## src/rtl/mux_sel_skid.sv

```systemverilog
// Purpose : N-way select mux feeding a registered 2-entry skid buffer (main + skid) with valid/ready.
// Latency : 1 cycle from accept to out_* when main is empty or being delivered.
// Backpr. : in_ready = rst_n & ~skid_valid (registered, no comb path from out_ready); out_* hold while stalled.
//
// Ports:
//   clk, rst_n      rising-edge clock, synchronous active-low reset
//   flush           drop every buffered beat (and any beat accepted in the same cycle)
//   in_data         NUM_IN packed operands, operand k = in_data[k*WIDTH +: WIDTH]
//   sel, in_valid   operand index and beat-present qualifier; in_ready back to upstream
//   out_data/sel/err selected operand, raw sel echo, sel-out-of-range flag
//   out_valid       out_* hold a beat; out_ready from downstream
module mux_sel_skid #(
    parameter int WIDTH  = 32,
    parameter int NUM_IN = 4,
    parameter int SEL_W  = 2
) (
    input  logic                    clk,
    input  logic                    rst_n,
    input  logic                    flush,
    input  logic [NUM_IN*WIDTH-1:0] in_data,
    input  logic [SEL_W-1:0]        sel,
    input  logic                    in_valid,
    output logic                    in_ready,
    output logic [WIDTH-1:0]        out_data,
    output logic [SEL_W-1:0]        out_sel,
    output logic                    out_err,
    output logic                    out_valid,
    input  logic                    out_ready
);

    // Refuse to elaborate with a select too narrow to address every operand.
    if (NUM_IN < 2 || NUM_IN > 16 || SEL_W < $clog2(NUM_IN)) begin : g_bad_param
        $error("mux_sel_skid: illegal NUM_IN/SEL_W combination");
    end

    // One extra bit so the range compare works even when NUM_IN == 2**SEL_W.
    localparam logic [SEL_W:0] LP_NUM_IN = (SEL_W+1)'(NUM_IN);

    logic [WIDTH-1:0] r_main_dat;
    logic [SEL_W-1:0] r_main_sel;
    logic             r_main_err;
    logic             r_main_vld;

    logic [WIDTH-1:0] r_skid_dat;
    logic [SEL_W-1:0] r_skid_sel;
    logic             r_skid_err;
    logic             r_skid_vld;

    logic             w_sel_ok;
    logic [WIDTH-1:0] w_mux_dat;
    logic             w_accept;
    logic             w_deliver;
    logic             w_main_free;

    assign w_sel_ok = ({1'b0, sel} < LP_NUM_IN);

    // Out-of-range selects produce zero data; the err flag travels with the beat.
    always_comb begin
        w_mux_dat = '0;
        for (int k = 0; k < NUM_IN; k++) begin
            if (sel == SEL_W'(k)) begin
                w_mux_dat = in_data[k*WIDTH +: WIDTH];
            end
        end
    end

    assign in_ready    = rst_n & ~r_skid_vld;
    assign w_accept    = in_valid & in_ready;
    assign w_deliver   = r_main_vld & out_ready;
    assign w_main_free = ~r_main_vld | w_deliver;

    always_ff @(posedge clk) begin
        if (!rst_n) begin
            r_main_dat <= '0;
            r_main_sel <= '0;
            r_main_err <= 1'b0;
            r_main_vld <= 1'b0;
            r_skid_dat <= '0;
            r_skid_sel <= '0;
            r_skid_err <= 1'b0;
            r_skid_vld <= 1'b0;
        end else if (flush) begin
            // Payload registers keep their last values; only occupancy is dropped.
            r_main_vld <= 1'b0;
            r_skid_vld <= 1'b0;
        end else if (w_main_free) begin
            if (r_skid_vld) begin
                // in_ready is low here, so no new beat can compete with the skid entry.
                r_main_dat <= r_skid_dat;
                r_main_sel <= r_skid_sel;
                r_main_err <= r_skid_err;
                r_main_vld <= 1'b1;
                r_skid_vld <= 1'b0;
            end else if (w_accept) begin
                r_main_dat <= w_mux_dat;
                r_main_sel <= sel;
                r_main_err <= ~w_sel_ok;
                r_main_vld <= 1'b1;
            end else begin
                r_main_vld <= 1'b0;
            end
        end else if (w_accept) begin
            // Main is stalled; park the beat. Only reachable while skid is empty.
            r_skid_dat <= w_mux_dat;
            r_skid_sel <= sel;
            r_skid_err <= ~w_sel_ok;
            r_skid_vld <= 1'b1;
        end
    end

    assign out_data  = r_main_dat;
    assign out_sel   = r_main_sel;
    assign out_err   = r_main_err;
    assign out_valid = r_main_vld;

endmodule

```

## config.mk

```make
export PLATFORM = sky130hd
export DESIGN_NAME = mux_sel_skid
export DESIGN_NICKNAME = d
export VERILOG_FILES = /design/src/rtl/mux_sel_skid.sv
export SDC_FILE = /design/constraint.sdc
export NUM_CORES = 1
export LEC_CHECK = 0
export BUFFER_PORTS_ARGS = -buffer_cell sky130_fd_sc_hd__buf_2
export CORE_AREA = 5 5 91 93
export DETAILED_ROUTE_END_ITERATION = 10
export DIE_AREA = 0 0 96 98
export PLACE_DENSITY = 0.85
export SETUP_SLACK_MARGIN = 0.1
export SLEW_MARGIN = 20
export SYNTH_ARGS = -nofsm -noshare
export SYNTH_HDL_FRONTEND = slang
export SYNTH_SLANG_ARGS = --single-unit
```

## constraint.sdc

```tcl
create_clock -name clk -period 2.8 [get_ports clk]
set_input_delay 0.14 -clock clk [delete_from_list [all_inputs] [get_ports clk]]
set_output_delay 0.14 -clock clk [all_outputs]
set_load 0.05 [all_outputs]
```

# --- Word level (Yosys, flattened, before mapping) ---
# Cells that the tools add are included.
# Widths: inputs -> output; s select.
totals:
  inputBits: 135
  out_inout_bits: 37
  wordCells: 37
  ff_bits: 71
classes:
  n_bitwise: 9
  eq_ne: 3
  n_mux: 12
  reduce_logical: 6
op_table:
  columns: ["operator", "count"]
  rows:
  - ["$mux 32", 6]
  - ["$reduce_and 3->1", 2]
  - ["$not 1->1", 5]
  - ["$eq 2x2->1 const B", 2]
  - ["$mux 1", 4]
  - ["$mux 2", 2]
  - ["$and 1x1->1", 3]
  - ["$reduce_or 3->1", 1]
  - ["$eq 2x1->1 const B", 1]
  - ["$logic_not 2->1", 1]
  - ["$reduce_bool 2->1", 1]
  - ["$reduce_or 2->1", 1]
  - ["$or 1x1->1", 1]

# --- Longest topological paths before layout ---
# Gate-level depths: netlist of run 1.
depth:
  word_depth: 7
  ltp_mapped: 6
  mapped_depth_nobuf: 3

# --- Least setup slack after synthesis of run 1 ---
# OpenSTA, ideal clock, no wires.
synth_path:
  kind: "reg-to-reg"
  start: "register r_main_vld (netlist: out_valid)"
  end: "register r_skid_dat[10]"
  setup_time_ns: 0.117
  n_path_buf: 2
  arrival_time_ns: 1.610
  required_ns: 2.683
  period_less_slack_ns: 1.727
  path_stages_with_launch: 6
  slack_ns: 1.073
  path_cell_list: "dfxtp_1 nand2b_1 buf_6 o31a_4 buf_6 a22o_1"
synth_via:
  elab_chain_cells: 4
  word_cells_on_any_way: 5
  cone_classes: "bitwise: 4; reduce/logical: 1"
synth_rtl:
  columns: ["element", "line", "source"]
  rows:
  - ["start: declaration", "42", "logic r_main_vld;"]
  - ["start signal: assignment", "77", "r_main_vld <= 1'b0;"]
  - ["start signal: assignment", "84", "r_main_vld <= 1'b0;"]
  - ["start signal: assignment", "92", "r_main_vld <= 1'b1;"]
  - ["$and 1x1->1 / $not 1->1 (equally long branches)", "69, 70", null]
  - ["$or 1x1->1 (*)", "70", "assign w_main_free = ~r_main_vld | w_deliver;"]
  - ["$not 1->1 (no source line) (*)", null, null]
  - ["$reduce_and 3->1 (no source line) (*)", null, null]
  - ["end signal: assignment", "104", "r_skid_dat <= w_mux_dat;"]
  - ["end: declaration", "44", "logic [WIDTH-1:0] r_skid_dat;"]
# Mark *: on every way between the ends. The rest lies on a longest branch, timed or not.
# A chain may end at the register's enable or synchronous reset.

# --- Final worst setup path of run 1 ---
layout_path:
  start: "register r_skid_vld"
  end: "output in_ready"
layout_via:
  elab_chain_cells: 2
layout_rtl:
  columns: ["element", "line", "source"]
  rows:
  - ["start: declaration", "47", "logic r_skid_vld;"]
  - ["start signal: assignment", "81", "r_skid_vld <= 1'b0;"]
  - ["start signal: assignment", "85", "r_skid_vld <= 1'b0;"]
  - ["start signal: assignment", "93", "r_skid_vld <= 1'b0;"]
  - ["$not 1->1", "67", "assign in_ready = rst_n & ~r_skid_vld;"]
  - ["$and 1x1->1", "67", null]
  - ["end: declaration", "23", "output logic in_ready,"]
# Every way passes these cells.

==> results.md, run 1 <==
* Max Root-Sink Buffers at 2
* Count of state elements after synthesis at 70
* Slew Limit Fails at 0
* Synth top area cells: dfxtp_1, mux4_2, mux2i_1
* Multiplexer share of the synthesized area at 0.289
* Layout cells sized above 1 at 0.512
* Nets at 582
* Worst VDD drop at 0.243 mV
* Cell taking the most area after synthesis: dfxtp_1
* Core Area at 0.00745 mm²
* # diodes at 0
* Syn nets at 431
* RSZ-0062 raised after global routing: false
* Vias in the first global route at 3364
* Syn Area/Cell at 12.4 µm²
* Io pins at 172
* Initial Util at 0.493
* Xor/xnor cell area share of the yosys netlist at 0
* Crit path required time at 2.66 ns
* DRT Pass-1 Iters at 4
* TritonCTS clock tree: yes
* CP Buf/Inv Count at 2
* Drt initial violations at 226
* Buffers on Ports at 170
* Crit path max fanout at 27
* Filler cells at 607
* Clock latency on the worst-skew pair at 0.33 ns
* Top cell type's share of synthesized area at 0.381
* Root Driver: clkbuf_8
* DR vias/cell at 6.05
* PwrDens at 501 mW/mm²
* CP endpoint kind: output port
* Crit path largest cell delay at 0.57 ns
* Post-synthesis cell area at 0.00367 mm²
* Post-CTS Hold Buffers at 0
* Synth Area in Compound Gates at 0.222
* Post-CTS sizing at 0
* Slew margin rel. at 0.451
* Hold Path Class: in -> reg
* Hold Vio Cnt, Final at 0
* FP Rows at 32
* Pre-CTS worst setup slack at 0.875 ns
* Largest family of logic cells by synthesized area: multiplexers
* DRC viols at 0
* Outcome: completed
* Final ANT Viol Nets at 0
* Most common cell after layout, fill and taps aside: buf_2
* Min Hold Slack at 0.0668 ns
* Mapped Cells at 296
* Die Ht at 98 µm
* Die Area at 0.00941 mm²
* Synthesis Warnings at 0
* Most frequent cells in the layout: buf_2, dfxtp_1, mux2i_1, a31oi_1
* Initial antenna violation count at 0
* CP Launch Type: flip-flop
* Total GRT Usage at 0.223
* Worst-Margin Slew at 0.822 ns
* Library cells used by synthesis at 27
* CTS Sinks at 70
* CP arrival at 1.75 ns
* RD Place Congestion at 0.798
* Reg clk slew, reported paths at 0.07 ns
* Routed Wire Length at 10600 µm
* Max-cap violations at 0
* Post-synthesis adder-cell area fraction at 0
* Final setup margin at 0.914 ns
* Max frequency at 0.530 GHz
* Wire length of the first global-routing pass at 16400 µm
* Postcts setup bufs at 0
* Num CTS Buffers at 9
* Setup CP Type: reg -> out
* Worst Skew at 0.00401 ns
* CTS H-tree depth at 3
* Final setup fails at 0
* Util after Layout at 0.617
* Min Tclk post-route at 1.89 ns
* Leakage at 1.91 nW
* Vias at 3343
* Setup_tns at 0 ns
* Die width at 96 µm
* Cells along the critical path: buf_4, nor2_1, buf_2
* Multi-input gate area in the final layout at 0.00196 mm²
* Area Overhead vs Synth at 25.1%
* Post-Synth Simple-Gate Area at 0.0194
* HPWL after DPL at 7640 µm
* Fin crit share at 0.674
* Worst path slowest cell: dfxtp_2
* DR WL/cell at 19.1 µm
* Largest net degree at the start of global routing at 35
* Sequential cell area at 0.00140 mm²
* Overflow after GRT at 0
* Seq/Total Area, Yosys at 0.381
* Top cell family by delay on the critical path: buffers and inverters
stage by stage:
step | area [µm²] | cells | power (mW)
after floorplan | 3670 | 296 | 1.41
after global placement | 4410 | 538 | 1.55
after detailed placement | 4410 | 538 | 1.56
after CTS | 4600 | 553 | 2.31
after global routing | 4600 | 553 | 2.40
final | 4600 | 553 | 2.30
sequential cells by signal (all words and copies together), names as in the netlist:
register and count:
out_data 32, r_skid_dat 32, out_sel 2, r_skid_sel 2, out_valid 1, r_skid_vld 1
worst register-to-register path: cells and delay by family (launching register included):
kind / cells / cell delay [ns]
flip-flops: 1 / 0.57
AND/OR/NAND/NOR: 1 / 0.51
buffers and inverters: 1 / 0.38
AO/OA/AOI/OAI: 2 / 0.27
routing by layer:
metal  vias to the layer above  track usage  share of wire
met2                       193        0.357           0.50
met5                         -            0              0
met4                         0       0.0766          0.015
met3                        13       0.0670           0.11
met1                      1623        0.286           0.38
li1                       1514            -              -
synth_stat cells (all sizes together):
cell      n
nand2b    2
mux2i    34
and3      1
dfxtp    70
nor4bb    1
inv       2
nor2b     1
o21ai     2
a22o     32
o31a      1
a21oi     2
a211oi   35
clkbuf   12
mux4     32
nor2      4
a31oi    34
nand3     2
a21o      1
conb      1
buf      26
nand4bb   1
path summary, 6_finish.rpt:
kind | start | end | slack (ns) | cells past startpoint
max | r_skid_vld$_SDFFE_PP0P_ | in_ready | 0.91 | 3
min | flush | out_valid$_SDFFE_PP0P_ | 0.07 | 2
max reg2reg | r_skid_vld$_SDFFE_PP0P_ | out_data[9]$_SDFFE_PN0P_ | 0.93 | 4
min reg2reg | r_skid_dat[10]$_SDFFE_PN0P_ | r_skid_dat[10]$_SDFFE_PN0P_ | 0.48 | 1
power breakdown:
| part | switching (mW) | internal (mW) | total (mW) |
|---|---|---|---|
| Clock | 0.350 | 0.416 | 0.765 |
| Combinational | 0.280 | 0.212 | 0.492 |
| Sequential | 0.0179 | 1.03 | 1.05 |
cell type report:
class / instances / share of cell area
Clock buffer: 15 / 0.0406
Inverter: 2 / 0.00163
Multi-Input combinational cell: 186 / 0.427
Sequential cell: 70 / 0.305
Tap cell: 102 / 0.0278
Timing Repair Buffer: 178 / 0.198
kinds of logic (layout without fill, tap and decap cells):
kind of cell / after synthesis / count (layout)
other: 1 / 1
AO/OA/AOI/OAI: 107 / 107
multiplexers: 66 / 66
flip-flops: 70 / 70
buffers and inverters: 40 / 195
AND/OR/NAND/NOR: 12 / 12
(Power assumes the default switching activity.)
==> inputs of run 2 (changes only) <==
ABC_AREA = 1   (was default)
CORE_AREA = 5 5 100 102   (was 5 5 91 93)
DIE_AREA = 0 0 105 107   (was 0 0 96 98)
PLACE_DENSITY = 0.8   (was 0.85)
clock period = 1.8 ns   (was 2.8 ns; I/O delays follow)
==> run 2 against run 1 <==
Via count rose by 46%. Hold slack got worse by 0.030 ns. Largest cell class unchanged. Sequential share of layout area fell by 4.7 points. Critical endpoint is now out_data[16]$_SDFFE_PN0P_.
==> results.md, run 2 <==
* Outcome: completed
* Tot Pwr at 3.82 mW (+66%)
* Final ANT Viol Nets at 0 (unchanged)
* Worst Hold Depth at 4 (+2)
* Top cell family by delay on the critical path: simple AND/OR/NAND/NOR gates
* RSZ-0062 raised after global routing: false
* Clk pwr share at 0.377 (+0.045)
* TritonCTS clock tree: yes
* CTS Sinks at 70 (unchanged)
* Most common cell in the netlist: nand2_1
* Max-cap violations at 0 (unchanged)
* Worst Skew at 0.0113 ns (+0.00727 ns)
* CP arrival at 1.63 ns (-0.12 ns)
* Drt initial violations at 210 (-7.1%)
* DR vias/cell at 4.89 (-19%)
* Largest net degree at the start of global routing at 69 (+97%)
* Min Hold Slack at 0.0369 ns (-0.0299 ns)
* Vias at 4879 (+46%)
* CP Launch Type: flip-flop
* Initial Util at 0.479 (-0.0148)
* Die Ht at 107 µm (+9.2%)
* List of most frequent post-synthesis cells: nand2_1, inv_1, nand3_1
* Int Pwr at 2.65 mW (+60%)
* Core Area at 0.00902 mm² (+21%)
* Crit path depth at 8 (+5)
* CP endpoint kind: flip-flop
* Syn nets at 869 (+100%)
* Setup CP Type: reg -> reg
* Post-synthesis cell area at 0.00432 mm² (+18%)
* Routed Wire Length at 12700 µm (+21%)
* Postcts setup bufs at 0 (unchanged)
* Count of state elements after synthesis at 70 (unchanged)
* CTS H-tree depth at 3 (unchanged)
* Die width at 105 µm (+9.4%)
* Num CTS Buffers at 9 (unchanged)
* Post-CTS sizing at 0 (unchanged)
* Total GRT Usage at 0.218 (-0.00562)
* Max Root-Sink Buffers at 2 (unchanged)
* Crit path max fanout at 24 (-11%)
* # diodes at 0 (unchanged)
* Leakage at 3.16 nW (+66%)
* Buffers on Ports at 170 (unchanged)
* Root Driver: clkbuf_8
* Syn Area/Cell at 5.88 µm² (-53%)
* Net Sw Power at 1.17 mW (+81%)
* CP Buf/Inv Count at 2 (unchanged)
* Combinational Power Share at 0.201 (-0.013)
* Synth top area cells: dfxtp_1, nand2_1, nand3_1
* Seq/Total Area, Yosys at 0.325 (-0.0568)
* Setup_tns at 0 ns (unchanged)
* Io pins at 172 (unchanged)
* Area Overhead vs Synth at 25.9%
* Nets at 1016 (+75%)
* FP Rows at 35 (+9.4%)
* Mapped Cells at 734 (+150%)
* Top cell type's share of synthesized area at 0.325 (-0.0568)
* R2r setup slk at 0.40 ns (-0.53 ns)
* Vias in the first global route at 4408 (+31%)
* PwrDens at 703 mW/mm² (+40%)
* R2R depth at 8 (+4)
* CP startpoint: out_valid$_SDFFE_PP0P_
* Net Sw Frac at 0.307 (+0.0252)
* Cell taking the most area after synthesis: dfxtp_1
* Fin crit share at 0.777
* Hold Vio Cnt, Final at 0 (unchanged)
* Worst setup path end: out_data[16]$_SDFFE_PN0P_
* Worst path slowest cell: dfxtp_1
* Final setup fails at 0 (unchanged)
* Cells along the critical path: inv_1, nor2_1, nor2_1, nand2_2, buf_4, nand2_1, nand2_1, a21oi_1
* Most common cell after layout, fill and taps aside: nand2_1
* Worst R2R End: out_data[16]$_SDFFE_PN0P_
* DR WL/cell at 12.8 µm (-33%)
* Slew Limit Fails at 0 (unchanged)
* Overflow after GRT at 0 (unchanged)
* Initial antenna violation count at 1 (+1)
* Sequential share of power at 0.422 (-0.032)
* Max frequency at 0.715 GHz
* Number of flops mapped to enable cells by yosys at 0 (unchanged)
* Die Area at 0.0112 mm² (+19%)
* Wire length of the first global-routing pass at 20300 µm (+24%)
* RD Place Congestion at 0.806 (+0.98%)
* Ys async rst share at 0 (unchanged)
* DRC viols at 0 (unchanged)
* Hold Path Class: in -> reg
* DRT Pass-1 Iters at 5 (+1)
* R2R Path Start: out_valid$_SDFFE_PP0P_
* Crit path required time at 2.03 ns (-0.63 ns)
* Min-delay src: flush
* Post-CTS Hold Buffers at 0 (unchanged)
* Clock latency on the worst-skew pair at 0.35 ns (+0.02 ns)
* Synthesis Warnings at 0 (unchanged)
* Worst VDD drop at 0.368 mV (+51%)
* Layout cells sized above 1 at 0.239 (-0.273)
* Min Tclk post-route at 1.40 ns
* Crit path largest cell delay at 0.33 ns (-0.24 ns)
* Synth Flop Type: dfxtp_1
* HPWL after DPL at 9110 µm (+19%)
* Library cells used by synthesis at 21 (-22%)
* Reg clk slew, reported paths at 0.08 ns (about the same)
* Most frequent cells in the layout: nand2_1, buf_2, inv_1, nand3_1, nor2_1
-- run 2: power by group through the flow --
stage	Clock [mW]	Combinational [mW]	Sequential [mW]
6_report	1.44	0.769	1.61
5_1_grt	1.53	0.845	1.62
4_1_cts	1.46	0.771	1.61
3_5_place_dp	0	0.769	1.65
3_3_place_gp	0	0.765	1.65
2_1_floorplan	0	0.351	1.80
-- run 2: metrics by stage --
step | util | setup slack [ns] | std cells | cell area, µm²
after floorplan | - | 0.180 | 734 | 4320
after global placement | 0.578 | 0.443 | 981 | 5210
after detailed placement | 0.578 | 0.404 | 981 | 5210
after CTS | 0.602 | 0.379 | 997 | 5440
after global routing | 0.602 | 0.240 | 997 | 5440
final | 0.602 | 0.402 | 997 | 5440
-- run 2: cell type report --
class	instances	area, µm²
Clock buffer	9	124
Fill cell	951	3590
Timing Repair Buffer	185	1000
Clock inverter	7	97.6
Inverter	105	394
Multi-Input combinational cell	510	2280
Tap cell	111	139
Sequential cell	70	1400
-- run 2: cell families after synthesis --
kind of cell	count (synthesis)	share of synthesized area
buffers and inverters	154	0.151
and+or+nand+nor	406	0.404
AOI/OAI and AO/OA	103	0.120
DFF	70	0.325
other	1	0.000868
-- run 2: worst reg2reg max path, delay by kind of cell (launching register included) --
family,cells,cell delay [ns]
buf+inv,2,0.31
flops,1,0.33
simple gates,5,0.61
compound gates,1,0.04
-- run 2: worst min path at each step --
stage | end | slack [ns]
final | out_valid$_SDFFE_PP0P_ | 0.04
after global routing | out_valid$_SDFFE_PP0P_ | 0.05
after CTS | out_valid$_SDFFE_PP0P_ | 0.02
after detailed placement | out_valid$_SDFFE_PP0P_ | 0.40
after global placement | out_valid$_SDFFE_PP0P_ | 0.39
after floorplan | r_skid_vld$_SDFFE_PP0P_ | 0.24
-- run 2: layer usage --
layer | vias up | routed length (µm) | part of all wire | global-route usage
li1 | 2563 | - | - | -
met1 | 2117 | 5330 | 0.42 | 0.269
met2 | 169 | 5990 | 0.47 | 0.369
met3 | 28 | 1100 | 0.086 | 0.0530
met4 | 2 | 289 | 0.023 | 0.0767
met5 | - | 9 | 0.00071 | 0
